## src/rtl/conv_pkg.sv

```systemverilog
// conv_pkg: shared constants and arithmetic helpers for the conv/pool stream.
package conv_pkg;
    localparam int COEF_BIAS_ADDR = 9;
    localparam int COEF_CENTRE_ADDR = 4;
    localparam int NUM_COEF = 10;

    function automatic int acc_width(input int dw, input int cw);
        return dw + cw + 5;
    endfunction

    // ReLU then clamp to the unsigned pixel range of width dw
    function automatic logic [31:0] relu_sat(input logic signed [63:0] v, input int dw);
        logic signed [63:0] mx;
        mx = (64'sd1 <<< dw) - 64'sd1;
        return (v < 0) ? 32'd0 : ((v > mx) ? mx[31:0] : v[31:0]);
    endfunction
endpackage

```

## src/rtl/line_buffer.sv

```systemverilog
// line_buffer: one image row of pixels, read-before-write at the column address.
module line_buffer #(
    parameter int DEPTH = 32,
    parameter int DW = 8
) (
    input  logic                     clk,
    input  logic                     en,
    input  logic [$clog2(DEPTH)-1:0] addr,
    input  logic [DW-1:0]            din,
    output logic [DW-1:0]            dout
);
    logic [DW-1:0] mem [0:(2**$clog2(DEPTH))-1];

    assign dout = mem[addr];

    always_ff @(posedge clk) begin
        if (en) mem[addr] <= din;
    end
endmodule

```

## src/rtl/conv_pool_stream.sv

```systemverilog
// conv_pool_stream: streaming 3x3 convolution with optional 2x2 max-pool.
// Pixels arrive in raster order; results leave through a registered valid/ready port.
module conv_pool_stream
    import conv_pkg::*;
#(
    parameter int IMG_W = 32,
    parameter int IMG_H = 32,
    parameter int DW = 8,
    parameter int CW = 8,
    parameter int SHIFT = 0,
    parameter int POOL_EN = 1
) (
    input  logic                 clk,
    input  logic                 rst,
    input  logic                 coef_we,
    input  logic [3:0]           coef_addr,
    input  logic signed [CW-1:0] coef_data,
    input  logic                 s_valid,
    output logic                 s_ready,
    input  logic [DW-1:0]        s_data,
    output logic                 m_valid,
    input  logic                 m_ready,
    output logic [DW-1:0]        m_data,
    output logic                 m_last,
    output logic                 busy
);
    localparam int CLW = $clog2(IMG_W);
    localparam int RWW = $clog2(IMG_H);
    localparam int AW = acc_width(DW, CW);
    localparam int PW = (IMG_W - 2) / 2;
    localparam int PH = (IMG_H - 2) / 2;
    localparam int PBD = 2 ** (CLW - 1);

    logic [CLW-1:0]        col, cc;
    logic [RWW-1:0]        row, cr;
    logic                  accept, last_px, col_end;
    logic [DW-1:0]         rd0, rd1;
    logic [DW-1:0]         win [0:2][0:2];
    logic [DW-1:0]         nw [0:2][0:2];
    logic signed [CW-1:0]  coef [0:NUM_COEF-1];
    logic signed [AW-1:0]  acc, acc_sh, px, kx;
    logic [DW-1:0]         conv_val, h_max, pair, pool_val, out_val;
    logic [DW-1:0]         pool_buf [0:PBD-1];
    logic                  conv_fire, pool_ok, pool_fire, pool_last, out_fire, out_last;

    assign s_ready = !m_valid || m_ready;
    assign accept = s_valid && s_ready;
    assign col_end = col == CLW'(IMG_W - 1);
    assign last_px = col_end && (row == RWW'(IMG_H - 1));
    assign cc = col - CLW'(2);
    assign cr = row - RWW'(2);

    line_buffer #(.DEPTH(IMG_W), .DW(DW)) u_lb0 (
        .clk(clk), .en(accept), .addr(col), .din(s_data), .dout(rd0)
    );
    line_buffer #(.DEPTH(IMG_W), .DW(DW)) u_lb1 (
        .clk(clk), .en(accept), .addr(col), .din(rd0), .dout(rd1)
    );

    // Window as it will look after this pixel: shift left, new column on the right
    always_comb begin
        for (int r = 0; r < 3; r++) begin
            nw[r][0] = win[r][1];
            nw[r][1] = win[r][2];
        end
        nw[0][2] = rd1;
        nw[1][2] = rd0;
        nw[2][2] = s_data;
    end

    always_comb begin
        acc = {{(AW-CW){coef[COEF_BIAS_ADDR][CW-1]}}, coef[COEF_BIAS_ADDR]};
        px = '0;
        kx = '0;
        for (int r = 0; r < 3; r++) begin
            for (int c = 0; c < 3; c++) begin
                px = {{(AW-DW){1'b0}}, nw[r][c]};
                kx = {{(AW-CW){coef[r*3+c][CW-1]}}, coef[r*3+c]};
                acc = acc + px * kx;
            end
        end
        acc_sh = acc >>> SHIFT;
        conv_val = DW'(relu_sat({{(64-AW){acc_sh[AW-1]}}, acc_sh}, DW));
    end

    assign conv_fire = accept && (row >= RWW'(2)) && (col >= CLW'(2));
    assign pool_ok = (cc < CLW'(2 * PW)) && (cr < RWW'(2 * PH));
    assign pair = (h_max > conv_val) ? h_max : conv_val;
    assign pool_val = (pool_buf[cc[CLW-1:1]] > pair) ? pool_buf[cc[CLW-1:1]] : pair;
    assign pool_fire = conv_fire && pool_ok && cc[0] && cr[0];
    assign pool_last = (cc == CLW'(2 * PW - 1)) && (cr == RWW'(2 * PH - 1));
    assign out_fire = (POOL_EN != 0) ? pool_fire : conv_fire;
    assign out_val = (POOL_EN != 0) ? pool_val : conv_val;
    assign out_last = (POOL_EN != 0) ? pool_last : last_px;

    always_ff @(posedge clk or posedge rst) begin
        if (rst) begin
            col <= '0;
            row <= '0;
            busy <= 1'b0;
            m_valid <= 1'b0;
            m_data <= '0;
            m_last <= 1'b0;
            h_max <= '0;
            for (int i = 0; i < NUM_COEF; i++)
                coef[i] <= (i == COEF_CENTRE_ADDR) ? CW'(1) : '0;
            for (int r = 0; r < 3; r++)
                for (int c = 0; c < 3; c++)
                    win[r][c] <= '0;
            for (int i = 0; i < PBD; i++)
                pool_buf[i] <= '0;
        end else begin
            if (accept) begin
                col <= col_end ? '0 : col + CLW'(1);
                row <= col_end ? (last_px ? '0 : row + RWW'(1)) : row;
                busy <= !last_px;
                for (int r = 0; r < 3; r++)
                    for (int c = 0; c < 3; c++)
                        win[r][c] <= nw[r][c];
            end
            if (coef_we && !busy)
                for (int i = 0; i < NUM_COEF; i++)
                    if (coef_addr == 4'(i)) coef[i] <= coef_data;
            // Even conv column opens a horizontal pair; odd column closes it
            if (conv_fire && !cc[0]) h_max <= conv_val;
            if (conv_fire && pool_ok && cc[0] && !cr[0]) pool_buf[cc[CLW-1:1]] <= pair;
            if (out_fire) begin
                m_valid <= 1'b1;
                m_data <= out_val;
                m_last <= out_last;
            end else if (m_ready) begin
                m_valid <= 1'b0;
                m_last <= 1'b0;
            end
        end
    end
endmodule

```

## config.mk

```make
export PLATFORM = sky130hd
export DESIGN_NAME = conv_pool_stream
export DESIGN_NICKNAME = d
export VERILOG_FILES = /design/src/rtl/conv_pkg.sv /design/src/rtl/line_buffer.sv /design/src/rtl/conv_pool_stream.sv
export SDC_FILE = /design/constraint.sdc
export NUM_CORES = 2
export LEC_CHECK = 0
export CAP_MARGIN = 15
export CORE_MARGIN = 2
export CORE_UTILIZATION = 55
export CTS_CLUSTER_DIAMETER = 200
export DETAILED_ROUTE_END_ITERATION = 16
export HOLD_SLACK_MARGIN = 0.12
export PLACE_DENSITY = 0.74
export SLEW_MARGIN = 25
export SYNTH_ARGS = -nofsm -noshare
export SYNTH_HDL_FRONTEND = slang
export SYNTH_SLANG_ARGS = --single-unit
```

## constraint.sdc

```tcl
create_clock -name clk -period 13.63 [get_ports clk]
set_input_delay 3.4075 -clock clk [delete_from_list [all_inputs] [get_ports clk]]
set_output_delay 3.4075 -clock clk [all_outputs]
set_load 0.01 [all_outputs]
```

==> out/results.tsv <==
stage	metric	value	unit
synth	ys async rst share	0.358	
worst_setup_path	Worst setup SP type	input port	
synth	Synth Cell Area	54600	um2
worst_setup_path	R2R depth	48	
power	Sw Ratio	0.428	
worst_hold_path	Worst Hold Depth	0	
power	Reg power frac	0.238	
worst_hold_path	Worst Hold Class	reg -> reg	
sta	worst-margin pin slew	1.12	ns
power	switching pwr	0.00568	W
global_routing	vias in the first global route	35500	
die	die height	319	um
worst_setup_path	Critical R2R Capture	m_data[0]	
global_routing	initial antenna violation count	3	
finish	# nets final	5411	
sta	RSZ-0062 raised after global routing	true	
die	Initial Util	0.554	
route	total number of vias	33300	
sta	Final Hold Viols	0	
global_routing	Remaining Overflow, GRT	0	
global_routing	Tot GR Track Use	0.282	
worst_setup_path	Worst path max stage delay	0.56	ns
sta	clock skew	0.0289	ns
sta	fin crit share	1.00	
power	VDD IR-drop max	0.000467	V
global_routing	pin count of the biggest net entering global routing	91	
clocking	CTS tree	yes	
sta	Slew Viols, Final	0	
power	Comb pwr share	0.583	
worst_setup_path	critical path type	in -> reg	
clocking	later-pin clock latency in the skew report	0.67	ns
worst_setup_path	reg-to-reg critical path startpoint	col[0]	
sta	Slew headroom	0.252	
synth	Synth warnings	0	
clocking	Clock Tree Root	clkbuf_16	
placed_design	port bufs	36	
power	clock power share	0.179	
sta	Final Setup Violations	3	
worst_hold_path	hold endpoint	pool_buf[7]	
clocking	maximum clock insertion buffer count	3	
synth	syn nets	5229	
route	# DRC	0	
route	DR pass1 iterations	6	
route	WL per Instance	23.9	um
clocking	clock sinks	797	
route	Vias/cell	5.71	
placed_design	setup slack at placement	-1.16	ns
worst_setup_path	Arr. time, crit path	14.23	ns
clocking	H-tree levels	3	
sta	final worst slack	-0.0241	ns
synth	flops & latches, synth	797	
die	core footprint	98400	um2
worst_setup_path	worst endpoint required time	14.21	ns
die	IO Count	37	
worst_setup_path	CP max FO	8	
synth	Mapped Avg Cell Area	12.7	um2
run_status	status	finished, violations left	
route	final WL	139	mm
worst_setup_path	Critical Path Sink Type	register	
global_routing	first-pass GRT wire length	215	mm
finish	ratio of cells with drive above 1 in the final layout	0.185	
finish	register area	22500	um2
finish	multi-input logic area	28900	um2
run_status	failing checks	negative setup slack	
sta	crit path time final	13.65	ns
power	P_int	0.00761	W
placed_design	dpl hpwl	103	mm
route	drt initial violations	2943	
worst_setup_path	Slowest-stage cell, CP	fa_1	
synth	post-synth cell types	63	
worst_setup_path	most used cell, CP	fa_1	
synth	dominant register cell in the synthesized netlist	edfxtp_1	
synth	Post-Syn Instances	4287	
clocking	CTS clk-pin slew, worst paths	0.05	ns
placed_design	GPL Wtd Cong	0.934	
synth	EDFF count, synth	512	
die	row cnt	115	
flow_run	max-cap viol count	0	
synth	Seq/Total Area, Yosys	0.413	
worst_hold_path	worst hold path startpoint	pool_buf[7]	
finish	# fillers	7277	
route	Final ANT Viol Nets	0	
die	die area	102000	um2
worst_setup_path	flop-to-flop setup slack	0.23	ns
sta	Fin Setup TNS	-0.0411	ns
power	Leak Pwr	27.6	nW
finish	Area Growth Syn to Fin	12.0	%
power	P per Cell Area	217	nW/um2
power	total power	0.0133	W
clocking	clock buffer count from CTS	85	
sta	Max Clk Rate	73.2	MHz
die	Die Span X	319	um
## flip-flops by register name (all words and copies together), names as in the netlist, 8 cells and up
signal,count
coef,80
h_max,8
u_lb1.mem,256
pool_buf,128
m_data,8
nw,48
u_lb0.mem,256
## cells by family after synthesis
group	synth area share
buf+inv	0.0669
mux	0.112
xor+xnor	0.00337
compound gates	0.0260
simple gates	0.0879
fa+ha+maj	0.291
flops	0.413
## power groups by stage
stage	Clock, W	Sequential (W)	Combinational, W
floorplan	0	0.00307	0.00415
global placement	0	0.00319	0.00694
detailed placement	0	0.00320	0.00701
CTS	0.00242	0.00315	0.00736
global route	0.00251	0.00317	0.00835
finish	0.00238	0.00316	0.00775
## per-stage QoR
stage | util | std cells | hold WS, ns | instance area, um2
after floorplan | - | 4287 | 0.425 | 54800
after global placement | 0.587 | 5655 | 0.361 | 57800
after detailed placement | 0.587 | 5655 | 0.363 | 57800
after CTS | 0.619 | 5822 | 0.379 | 60900
after global routing | 0.621 | 5826 | 0.386 | 61100
final | 0.621 | 5827 | 0.373 | 61100
## final cells by class
type	instances	area share
well taps	1287	0.0263
diodes	1	0.0000409
flip-flops and latches	797	0.368
repair inverters	1	0.0000614
multi-input cells	2524	0.472
repair buffers	268	0.0371
inverters	792	0.0488
clock inverters	48	0.0101
clock buffers	109	0.0370
## layer usage
| metal | wire, um | GRT usage | vias up |
|---|---|---|---|
| li1 | - | - | 14400 |
| met1 | 57400 | 0.396 | 17200 |
| met2 | 64500 | 0.444 | 1425 |
| met3 | 12100 | 0.0561 | 265 |
| met4 | 5320 | 0.0998 | 2 |
| met5 | 18 | 0 | - |
## worst max-delay path by stage
| stage | end | depth (start not counted) | start |
|---|---|---|---|
| detailed placement | m_data[0] | 46 | s_data[5] |
| CTS | m_data[0] | 44 | s_data[1] |
| floorplan | m_data[1] | 48 | s_data[2] |
| global route | m_data[0] | 45 | s_data[0] |
| finish | m_data[0] | 43 | s_data[0] |
| global placement | m_data[0] | 44 | s_data[3] |
## worst max-delay path, delay by kind of cell
| kind | cells | cell delay (ns) |
|---|---|---|
| adders and majority gates | 13 | 5.75 |
| and+or+nand+nor | 8 | 1.81 |
| buffers and inverters | 11 | 0.81 |
| AOI/OAI and AO/OA | 9 | 2.17 |
| muxes | 2 | 0.27 |
## cell usage in the layout (no fill, tap or decap), types with 10 or more instances in the layout
cell,Yosys,routed
a21oi_1,37,28
a22oi_1,47,46
and2_1,242,238
and3_1,12,10
buf_12,0,10
buf_4,1,209
buf_6,2,16
bufinv_16,0,10
clkbuf_1,129,19
clkbuf_16,0,85
clkdlybuf4s50_1,0,28
clkinv_1,4,13
clkinv_2,0,12
dfrtp_1,284,282
edfxtp_1,512,512
fa_1,590,582
ha_1,327,318
inv_1,788,775
inv_2,0,12
mux2_2,202,201
mux4_2,168,168
nand2_1,461,453
nand2b_1,46,45
nand3_1,16,16
nor2_1,126,120
nor2b_1,61,59
o21ai_0,51,45
xnor2_1,18,18
## synth_stat cells (12+ instances only)
master / instances / area, um2
ha_1: 327 / 4090
xnor2_1: 18 / 158
dfrtp_1: 284 / 7110
mux4_2: 168 / 3780
a21oi_1: 37 / 185
and2_1: 242 / 1510
nor2b_1: 61 / 382
edfxtp_1: 512 / 15400
buf_1: 37 / 139
o21ai_0: 51 / 255
and3_1: 12 / 75.1
a22oi_1: 47 / 353
nor2_1: 126 / 473
inv_1: 788 / 2960
nand3_1: 16 / 80.1
fa_1: 590 / 11800
nand2_1: 461 / 1730
clkbuf_1: 129 / 484
mux2_2: 202 / 2270
nand2b_1: 46 / 288
## repair_timing
action                                  CTS  global route
gates cloned                              0             1
pin swaps                                44            58
setup buffers                            10             5
gates resized for setup                  74            56
endpoints found under the setup margin    8             8
hold buffers                              0             0
Power figures use the tool's default switching activity.
